`config.mk`:
```
export PLATFORM = sky130hd
export DESIGN_NAME = neo_p2_fetch_arb
export DESIGN_NICKNAME = d
export VERILOG_FILES = /design/src/rtl/neo_p2_fetch_arb.sv
export SDC_FILE = /design/constraint.sdc
export NUM_CORES = 1
export LEC_CHECK = 0
export CELL_PAD_IN_SITES_DETAIL_PLACEMENT = 0
export CELL_PAD_IN_SITES_GLOBAL_PLACEMENT = 1
export CORE_MARGIN = 10
export CORE_UTILIZATION = 50
export DETAILED_ROUTE_END_ITERATION = 7
export DONT_BUFFER_PORTS = 1
export HOLD_SLACK_MARGIN = 0.05
export PLACE_DENSITY_LB_ADDON = 0.1
export SLEW_MARGIN = 15
export SYNTH_ARGS = -nofsm -noshare
export SYNTH_HDL_FRONTEND = slang
export SYNTH_SLANG_ARGS = --single-unit
```
`constraint.sdc`:
```
create_clock -name clk_48m_i -period 7.48 [get_ports clk_48m_i]
set_clock_uncertainty 0.2 [all_clocks]
set_input_delay 2.244 -clock clk_48m_i [delete_from_list [all_inputs] [get_ports clk_48m_i]]
set_output_delay 2.244 -clock clk_48m_i [all_outputs]
set_load 0.03 [all_outputs]
```
`src/rtl/neo_p2_fetch_arb.sv`:
```
// neo_p2_fetch_arb
// Arbitrates the single SDRAM port that backs the banked P2 program ROM between the 68K read
// path (SMA-translated address, level request while the port window is read) and the ROM
// loader write path. Returns read words to the 68K data mux.
//
// Ports
//   clk_48m_i     system clock
//   reset_i       synchronous, active-high reset (shared with the SDRAM controller)
//   p2_rd_i       level: 68K reading the P2 window
//   p2_addr_i     translated byte address; bit 0 ignored (16-bit words)
//   p2_dout_o     read data; holds the last delivered word
//   p2_valid_o    one-cycle pulse: p2_dout_o is valid for the current p2_rd_i/p2_addr_i
//   ldr_wr_i      level: loader write request, held until ldr_ack_o
//   ldr_addr_i    loader byte address
//   ldr_data_i    loader write data
//   ldr_ack_o     one-cycle pulse: loader write completed
//   sdr_req_o     SDRAM request, held until sdr_ack_i
//   sdr_we_o      1 = write, 0 = read
//   sdr_addr_o    SDRAM byte address, bit 0 forced to 0
//   sdr_wdata_o   SDRAM write data
//   sdr_ack_i     one-cycle pulse; sdr_rdata_i valid in the same cycle for reads
//   sdr_rdata_i   SDRAM read data
//
// Build option
//   NEO_P2_HITREG_EN  adds a one-entry hit register {valid, word address, data} that serves
//                     repeat CPU reads from IDLE without an SDRAM access.
//
// STARVE_MAX must be at least 1.

module neo_p2_fetch_arb #(
    parameter int unsigned AW         = 24,
    parameter int unsigned STARVE_MAX = 8
) (
    input  logic          clk_48m_i,
    input  logic          reset_i,
    input  logic          p2_rd_i,
    input  logic [AW-1:0] p2_addr_i,
    output logic [15:0]   p2_dout_o,
    output logic          p2_valid_o,
    input  logic          ldr_wr_i,
    input  logic [AW-1:0] ldr_addr_i,
    input  logic [15:0]   ldr_data_i,
    output logic          ldr_ack_o,
    output logic          sdr_req_o,
    output logic          sdr_we_o,
    output logic [AW-1:0] sdr_addr_o,
    output logic [15:0]   sdr_wdata_o,
    input  logic          sdr_ack_i,
    input  logic [15:0]   sdr_rdata_i
);

    localparam int unsigned   CW        = $clog2(STARVE_MAX + 1);
    localparam logic [CW-1:0] StarveMax = CW'(STARVE_MAX);

    typedef enum logic [1:0] {StIdle, StCpuRd, StLdrWr, StResp} state_e;

    state_e        state_q, state_d;
    logic [CW-1:0] starve_cnt_q, starve_cnt_d;
    logic          served_q, served_d;
    logic [AW-2:0] served_addr_q, served_addr_d;
    logic [15:0]   p2_dout_q, p2_dout_d;
    logic          p2_valid_q, p2_valid_d;
    logic          ldr_ack_q, ldr_ack_d;
    logic          sdr_req_q, sdr_req_d;
    logic          sdr_we_q, sdr_we_d;
    logic [AW-1:0] sdr_addr_q, sdr_addr_d;
    logic [15:0]   sdr_wdata_q, sdr_wdata_d;

    logic [AW-2:0] p2_word;
    logic [AW-2:0] sdr_word;
    logic          cpu_demand;
    logic          cpu_hit;
    logic          cpu_miss;
    logic          ldr_grant;
    logic          rd_live;
    logic          unused_addr_lsb;

    assign p2_word  = p2_addr_i[AW-1:1];
    assign sdr_word = sdr_addr_q[AW-1:1];
    // Byte lane bits carry no information for word accesses.
    assign unused_addr_lsb = p2_addr_i[0] ^ ldr_addr_i[0];

    // A served read only suppresses demand while the same word is still being read, so an
    // address change re-arms demand in the same cycle.
    assign cpu_demand = p2_rd_i & ~(served_q & (p2_word == served_addr_q));
    // Read data is only delivered if the CPU still wants the word that was fetched.
    assign rd_live    = p2_rd_i & (p2_word == sdr_word);

`ifdef NEO_P2_HITREG_EN
    logic          hit_vld_q, hit_vld_d;
    logic [AW-2:0] hit_addr_q, hit_addr_d;
    logic [15:0]   hit_data_q, hit_data_d;

    assign cpu_hit = hit_vld_q & (hit_addr_q == p2_word);
`else
    assign cpu_hit = 1'b0;
`endif

    // Hits never touch SDRAM, so only misses compete with the loader.
    assign cpu_miss  = cpu_demand & ~cpu_hit;
    assign ldr_grant = (state_q == StIdle) & ldr_wr_i &
                       (~cpu_miss | (starve_cnt_q >= StarveMax));

    always_comb begin
        state_d       = state_q;
        starve_cnt_d  = starve_cnt_q;
        served_d      = served_q & p2_rd_i & (p2_word == served_addr_q);
        served_addr_d = served_addr_q;
        p2_dout_d     = p2_dout_q;
        p2_valid_d    = 1'b0;
        ldr_ack_d     = 1'b0;
        sdr_req_d     = sdr_req_q;
        sdr_we_d      = sdr_we_q;
        sdr_addr_d    = sdr_addr_q;
        sdr_wdata_d   = sdr_wdata_q;
`ifdef NEO_P2_HITREG_EN
        hit_vld_d     = hit_vld_q;
        hit_addr_d    = hit_addr_q;
        hit_data_d    = hit_data_q;
`endif

        unique case (state_q)
            StIdle: begin
`ifdef NEO_P2_HITREG_EN
                if (cpu_demand && cpu_hit) begin
                    p2_dout_d     = hit_data_q;
                    p2_valid_d    = 1'b1;
                    served_d      = 1'b1;
                    served_addr_d = p2_word;
                end
`endif
                if (ldr_grant) begin
                    state_d      = StLdrWr;
                    starve_cnt_d = '0;
                    sdr_req_d    = 1'b1;
                    sdr_we_d     = 1'b1;
                    sdr_addr_d   = {ldr_addr_i[AW-1:1], 1'b0};
                    sdr_wdata_d  = ldr_data_i;
                end else begin
                    if (ldr_wr_i && (starve_cnt_q < StarveMax)) begin
                        starve_cnt_d = starve_cnt_q + CW'(1);
                    end
                    if (cpu_miss) begin
                        state_d    = StCpuRd;
                        sdr_req_d  = 1'b1;
                        sdr_we_d   = 1'b0;
                        sdr_addr_d = {p2_word, 1'b0};
                    end
                end
            end
            StCpuRd: begin
                if (sdr_ack_i) begin
                    state_d   = StResp;
                    sdr_req_d = 1'b0;
                    if (rd_live) begin
                        p2_dout_d     = sdr_rdata_i;
                        p2_valid_d    = 1'b1;
                        served_d      = 1'b1;
                        served_addr_d = sdr_word;
                    end
`ifdef NEO_P2_HITREG_EN
                    // Filled even when the data is discarded; it is still the correct word.
                    hit_vld_d  = 1'b1;
                    hit_addr_d = sdr_word;
                    hit_data_d = sdr_rdata_i;
`endif
                end
            end
            StLdrWr: begin
                if (sdr_ack_i) begin
                    state_d   = StResp;
                    sdr_req_d = 1'b0;
                    ldr_ack_d = 1'b1;
`ifdef NEO_P2_HITREG_EN
                    if (hit_vld_q && (hit_addr_q == sdr_word)) begin
                        hit_data_d = sdr_wdata_q;
                    end
`endif
                end
            end
            StResp: begin
                state_d = StIdle;
            end
            default: begin
                state_d = StIdle;
            end
        endcase
    end

    always_ff @(posedge clk_48m_i) begin
        if (reset_i) begin
            state_q       <= StIdle;
            starve_cnt_q  <= '0;
            served_q      <= 1'b0;
            served_addr_q <= '0;
            p2_dout_q     <= '0;
            p2_valid_q    <= 1'b0;
            ldr_ack_q     <= 1'b0;
            sdr_req_q     <= 1'b0;
            sdr_we_q      <= 1'b0;
            sdr_addr_q    <= '0;
            sdr_wdata_q   <= '0;
`ifdef NEO_P2_HITREG_EN
            hit_vld_q     <= 1'b0;
            hit_addr_q    <= '0;
            hit_data_q    <= '0;
`endif
        end else begin
            state_q       <= state_d;
            starve_cnt_q  <= starve_cnt_d;
            served_q      <= served_d;
            served_addr_q <= served_addr_d;
            p2_dout_q     <= p2_dout_d;
            p2_valid_q    <= p2_valid_d;
            ldr_ack_q     <= ldr_ack_d;
            sdr_req_q     <= sdr_req_d;
            sdr_we_q      <= sdr_we_d;
            sdr_addr_q    <= sdr_addr_d;
            sdr_wdata_q   <= sdr_wdata_d;
`ifdef NEO_P2_HITREG_EN
            hit_vld_q     <= hit_vld_d;
            hit_addr_q    <= hit_addr_d;
            hit_data_q    <= hit_data_d;
`endif
        end
    end

    assign p2_dout_o   = p2_dout_q;
    assign p2_valid_o  = p2_valid_q;
    assign ldr_ack_o   = ldr_ack_q;
    assign sdr_req_o   = sdr_req_q;
    assign sdr_we_o    = sdr_we_q;
    assign sdr_addr_o  = sdr_addr_q;
    assign sdr_wdata_o = sdr_wdata_q;

endmodule
```
# Word level (Yosys, flattened, before mapping)
# Cells that the tools add are included.
dict set report totals {
  regBits 90
  inputBits 85
  output_inout_bits 60
  elab_cells 67
}
dict set report op_classes {
  addsub 1
  magnitude_cmp 2
  n_eq_ne 7
  mux 19
  bitwise 13
  reduce_logical 14
}
# cell n
set op_table {}
lappend op_table {{2-to-1 mux 24 bit} 2}
lappend op_table {{== test 23 bit} 2}
lappend op_table {{2-to-1 mux 1 bit} 10}
lappend op_table {{2-to-1 mux 4 bit} 2}
lappend op_table {{AND reduction 2 bit} 4}
lappend op_table {{AND 1 bit} 7}
lappend op_table {{2-to-1 mux 2 bit} 3}
lappend op_table {{one-hot mux 2 bit (3 select lines)} 1}
lappend op_table {{AND reduction 3 bit} 2}
lappend op_table {{nonzero test 2 bit} 3}
lappend op_table {{NOT 1 bit} 5}
lappend op_table {{adder 4 x 1 -> 4 bit, second input constant} 1}
lappend op_table {{== test 2 bit, second input constant} 2}
lappend op_table {{>= comparator 4 bit, second input constant} 1}
lappend op_table {{< comparator 4 bit, second input constant} 1}
lappend op_table {{OR reduction 2 bit} 2}
lappend op_table {{inequality test 3 bit, second input constant} 1}
lappend op_table {{OR reduction 3 bit} 1}
lappend op_table {{== test 2 x 1 -> 1 bit, second input constant} 1}
lappend op_table {{zero test 2 bit} 1}
lappend op_table {{inequality test 2 x 1 -> 1 bit, second input constant} 1}
lappend op_table {{one-hot mux 1 bit (2 select lines)} 1}
lappend op_table {{logical AND 1 bit} 1}
lappend op_table {{OR 1 bit} 1}

# Depth between registers and ports, before layout
dict set report logic_depth {
  ltp_word 9
  mapped_depth 9
  depth_no_buf 7
}

# Worst setup path after synthesis
# No wires, ideal clock.
dict set report synth_timing {
  path_kind {input to register}
  start {input p2_addr_i[10]}
  end {register sdr_addr_q[10] (netlist: sdr_addr_o[10])}
  setup_ns 0.136
  arrival_time_ns 3.784
  required_time_ns 7.144
  setup_slack_ns 3.360
  path_stages 8
  path_buffers 2
  cell_sequence {xnor2_1 nand4_1 or4_4 or2_1 buf_2 buf_6 a32oi_1 a31oi_1}
}
dict set report synth_between {
  elab_chain_len 9
  word_cells_on_any_way 11
  classes_between {eq/ne (1); mux (2); bitwise (6); reduce/logical (2)}
}
# element line
set synth_rtl {}
lappend synth_rtl {{from (decl)} 37} ;# input logic [AW-1:0] p2_addr_i,
lappend synth_rtl {{== test 23 bit} 85} ;# assign cpu_demand = p2_rd_i & ~(served_q & (p2_word == served_addr_q));
lappend synth_rtl {{AND 1 bit} 85}
lappend synth_rtl {{NOT 1 bit} 85}
lappend synth_rtl {{AND 1 bit} 85}
lappend synth_rtl {{NOT 1 bit} 102} ;# (~cpu_miss | (starve_cnt_q >= StarveMax));
lappend synth_rtl {{OR 1 bit} 102}
lappend synth_rtl {{AND 1 bit} 101} ;# assign ldr_grant = (state_q == StIdle) & ldr_wr_i &
lappend synth_rtl {{nonzero test 2 bit (no source line)} n/a}
lappend synth_rtl {{AND reduction 2 bit (no source line)} n/a}
lappend synth_rtl {{to (signal assigned)} 218} ;# sdr_addr_q <= sdr_addr_d;
lappend synth_rtl {{to (decl)} 66} ;# logic [AW-1:0] sdr_addr_q, sdr_addr_d;
# Parallel ways exist; a longest one is shown, timed or not. The select of a mux whose other input is x is not followed.
# A chain may end at the register's enable or synchronous reset.

# Worst setup path in the final report
dict set report layout_timing {
  start {input p2_addr_i[19]}
  end {register sdr_wdata_q[1] (netlist: sdr_wdata_o[1])}
}
dict set report layout_between {
  elab_chain_len 8
}
# element line
set layout_rtl {}
lappend layout_rtl {{== test 23 bit} 85}
lappend layout_rtl {{AND 1 bit} 85}
lappend layout_rtl {{NOT 1 bit} 85}
lappend layout_rtl {{AND 1 bit} 85}
lappend layout_rtl {{NOT 1 bit} 102}
lappend layout_rtl {{OR 1 bit} 102}
lappend layout_rtl {{AND 1 bit} 101}
lappend layout_rtl {{AND reduction 2 bit (no source line)} n/a}
lappend layout_rtl {{to (signal assigned)} 219} ;# sdr_wdata_q <= sdr_wdata_d;
lappend layout_rtl {{to (decl)} 67} ;# logic [15:0] sdr_wdata_q, sdr_wdata_d;
# No other way between the ends.

==> results.py <==
metrics = {
    "drt": {
        "drtAntennaViolNets": 0,
        "vias": 3579,
        "wl_per_cell_um": 21.2,
        "wl_um": 12400,
        "drc": 0,
        "drt_iter0_drc": 255,
        "via_per_inst": 6.13,
        "dr.pass1.iters": 6,
    },
    "yosys": {
        "netlist-cell-type-count": 45,
        "yosysWarnings": 0,
        "ys_seq_area_share_pct": 40.0,
        "synth_ff_type": "dfxtp_1",
        "netlist_area_um2": 4460,
        "avgSynthCellArea_um2": 9.11,
        "syn-num-nets": 580,
        "synthTopCellsByCount": "89 x dfxtp_1, 56 x mux2i_1, 51 x nor2_1, 43 x nand2_1, 26 x a31oi_1",
        "synth_area_leaders": "dfxtp_1 40%, mux2i_1 13%, xor2_1 4.9%",
        "yosysTopAreaCellShare_pct": 40.0,
        "synth_cells": 489,
        "synthMostInstantiatedCell": "dfxtp_1",
        "synthArstFlopShare_pct": 0,
        "synth_seq_cells": 89,
        "synth_edf_count": 0,
        "synth_top_cell_by_area": "dfxtp_1",
    },
    "critical_path": {
        "arrival_ns": 4.84,
        "crit_type": "primary input to register",
        "critPathSlowestCell": "nor4_1",
        "max_stage_delay_ns": 0.91,
        "cp_data_required_time_ns": 7.57,
        "crit_fanout": 21,
        "path_cells": "xnor2_1 -> nand4_1 -> nor4_1 -> a21boi_1 -> nor2_4 -> mux2i_1",
        "critPathBufInv": 0,
        "cp-start-kind": "primary input",
        "crit_family": "simple AND/OR/NAND/NOR gates",
        "end_kind": "register",
    },
    "finish": {
        "drive_gt1_share_pct": 6.09,
        "fin_nets": 562,
        "antenna_cells": 0,
        "areaGrowthSynthToFinish_pct": 5.42,
    },
    "clock_tree": {
        "postCtsResizedCells": 0,
        "cts_sinks": 89,
        "cts_tree": "done",
        "clock_latency_ns": 0.37,
        "cts.clk_slew.worst_paths_ns": 0.09,
        "cts_max_level": 3,
        "clock_path_buffers": 2,
        "root_buffer": "clkbuf_8",
        "cts_buffers": 9,
        "post_cts_buffers": 0,
        "hold_buffers": 0,
    },
    "grt": {
        "overflow": 0,
        "grt_use_total_pct": 18.3,
        "grt_pass1_vias": 3548,
        "grt_max_degree": 49,
        "grt_pass1_wl_um": 19400,
        "antenna_found_initial": 0,
    },
    "place": {
        "dp.final_hpwl_um": 8930,
        "gp_congestion": 0.841,
        "pre_cts_slack_ns": 2.08,
        "port_buffers": 0,
    },
    "floorplanning": {
        "die_area_um2": 13100,
        "rows": 34,
        "io_pins": 145,
        "die_h_um": 114,
        "die-width_um": 114,
        "start_util_pct": 51.3,
        "core_area_um2": 8680,
    },
    "timing": {
        "finalSetupViolCount": 0,
        "period_share_pct": 63.4,
        "worst_slack_ns": 2.74,
        "worstMarginPinSlew_ns": 1.16,
        "finalHoldViolations": 0,
        "maxSlewViolCount": 0,
        "grt_setup_unrepaired": "no",
        "fmax_mhz": 211,
        "fin_tns_setup_ns": 0,
        "slew_headroom_pct": 22.5,
        "fin_crit_ns": 4.74,
    },
    "pwr": {
        "power.density_nw_per_um2": 311,
        "p_leak_nw": 1.60,
        "power.total_mw": 1.46,
        "peakVddDrop_uv": 144,
    },
    "hold_path": {
        "hold_class": "register to register",
    },
    "outcome": {
        "outcome": "finished, final reports clean",
    },
    "run": {
        "cap_violations": 0,
    },
}
-- cell type report --
| class | count | area, µm² |
|---|---|---|
| fillers | 845 | 3980 |
| multi-input cells | 358 | 2490 |
| clock inverters | 7 | 76.3 |
| well taps | 108 | 135 |
| clock buffers | 9 | 124 |
| repair buffers | 6 | 65.1 |
| inverters | 7 | 26.3 |
| flip-flops and latches | 89 | 1780 |
-- path summary, 6_finish.rpt --
| path | start | endpoint | slack (ns) | depth (start not counted) |
|---|---|---|---|---|
| worst max-delay path | p2_addr_i[19] | sdr_wdata_o[1] | 2.74 | 6 |
| worst min-delay path | served_addr_q[5] | served_addr_q[5] | 0.32 | 2 |
| worst max register to register | sdr_addr_o[1] | p2_dout_o[11] | 4.01 | 7 |
| worst min register to register | served_addr_q[5] | served_addr_q[5] | 0.32 | 2 |
-- power by group --
| part | switching [mW] | internal [mW] |
|---|---|---|
| combinational | 0.213 | 0.159 |
| clock | 0.181 | 0.157 |
| sequential | 0.208 | 0.543 |
-- flip-flops by register name (all words and copies together) (netlist names) --
signal and count:
sdr_we_o 1, p2_valid_o 1, p2_dout_o 16, starve_cnt_q 4, ldr_ack_o 1, sdr_addr_o 23
served_q 1, sdr_req_o 1, served_addr_q 23, sdr_wdata_o 16, state_q 2
-- worst reg2reg max path, delay by kind of cell, from the launching register on --
family | cells | cell delay [ns]
simple gates | 4 | 1.52
flops | 1 | 0.60
buf+inv | 1 | 0.56
mux | 1 | 0.26
xor+xnor | 1 | 0.23
-- cells in the final DEF, fill, tap and decap left out, types with 2 or more instances in the layout --
cell,synthesis,final
dfxtp_1,89,89
mux2i_1,56,56
nor2_1,51,50
nand2_1,43,43
xor2_1,25,25
o21ai_0,25,25
a31oi_1,26,25
a22oi_1,24,24
xnor2_1,23,23
a32oi_1,22,22
clkbuf_8,0,9
nand4_1,8,8
inv_1,6,6
ha_1,6,6
nand3_1,5,5
nor4_1,5,5
a21oi_1,5,5
buf_4,4,5
nor3_1,4,4
nand4b_1,3,3
inv_6,0,3
and2_1,2,2
or4_4,2,2
o21ai_1,2,2
nor3b_1,2,2
nor2b_1,2,2
clkinvlp_4,0,2
-- per-layer routing --
metal | up-vias | wire length, µm | GRT usage [%]
met2 | 120 | 6260 | 31.7
met1 | 1712 | 4900 | 20.8
li1 | 1733 | - | -
met5 | - | 0 | 0
met4 | 0 | 189 | 5.85
met3 | 14 | 1030 | 5.77
-- stage by stage --
step	std cells	cell area, µm²	hold slack (ns)	utilization, %
after floorplan	489	4460	0.281	-
after global placement	567	4460	0.293	51.4
after detailed placement	567	4460	0.306	51.4
after CTS	583	4660	0.327	53.7
after global routing	584	4700	0.345	54.1
final	584	4700	0.322	54.1
-- kinds of logic (layout without fill, tap and decap cells) --
| logic type | Yosys count | after routing | synth area share (%) |
|---|---|---|---|
| fa+ha+maj | 6 | 6 | 1.68 |
| flops | 89 | 89 | 40.0 |
| mux | 56 | 56 | 12.6 |
| compound gates | 110 | 110 | 16.7 |
| xor+xnor | 48 | 48 | 9.44 |
| buf+inv | 42 | 29 | 4.66 |
| other cells | 1 | 1 | 0.0842 |
| simple gates | 137 | 137 | 14.9 |
Power figures use the tool's default switching activity.
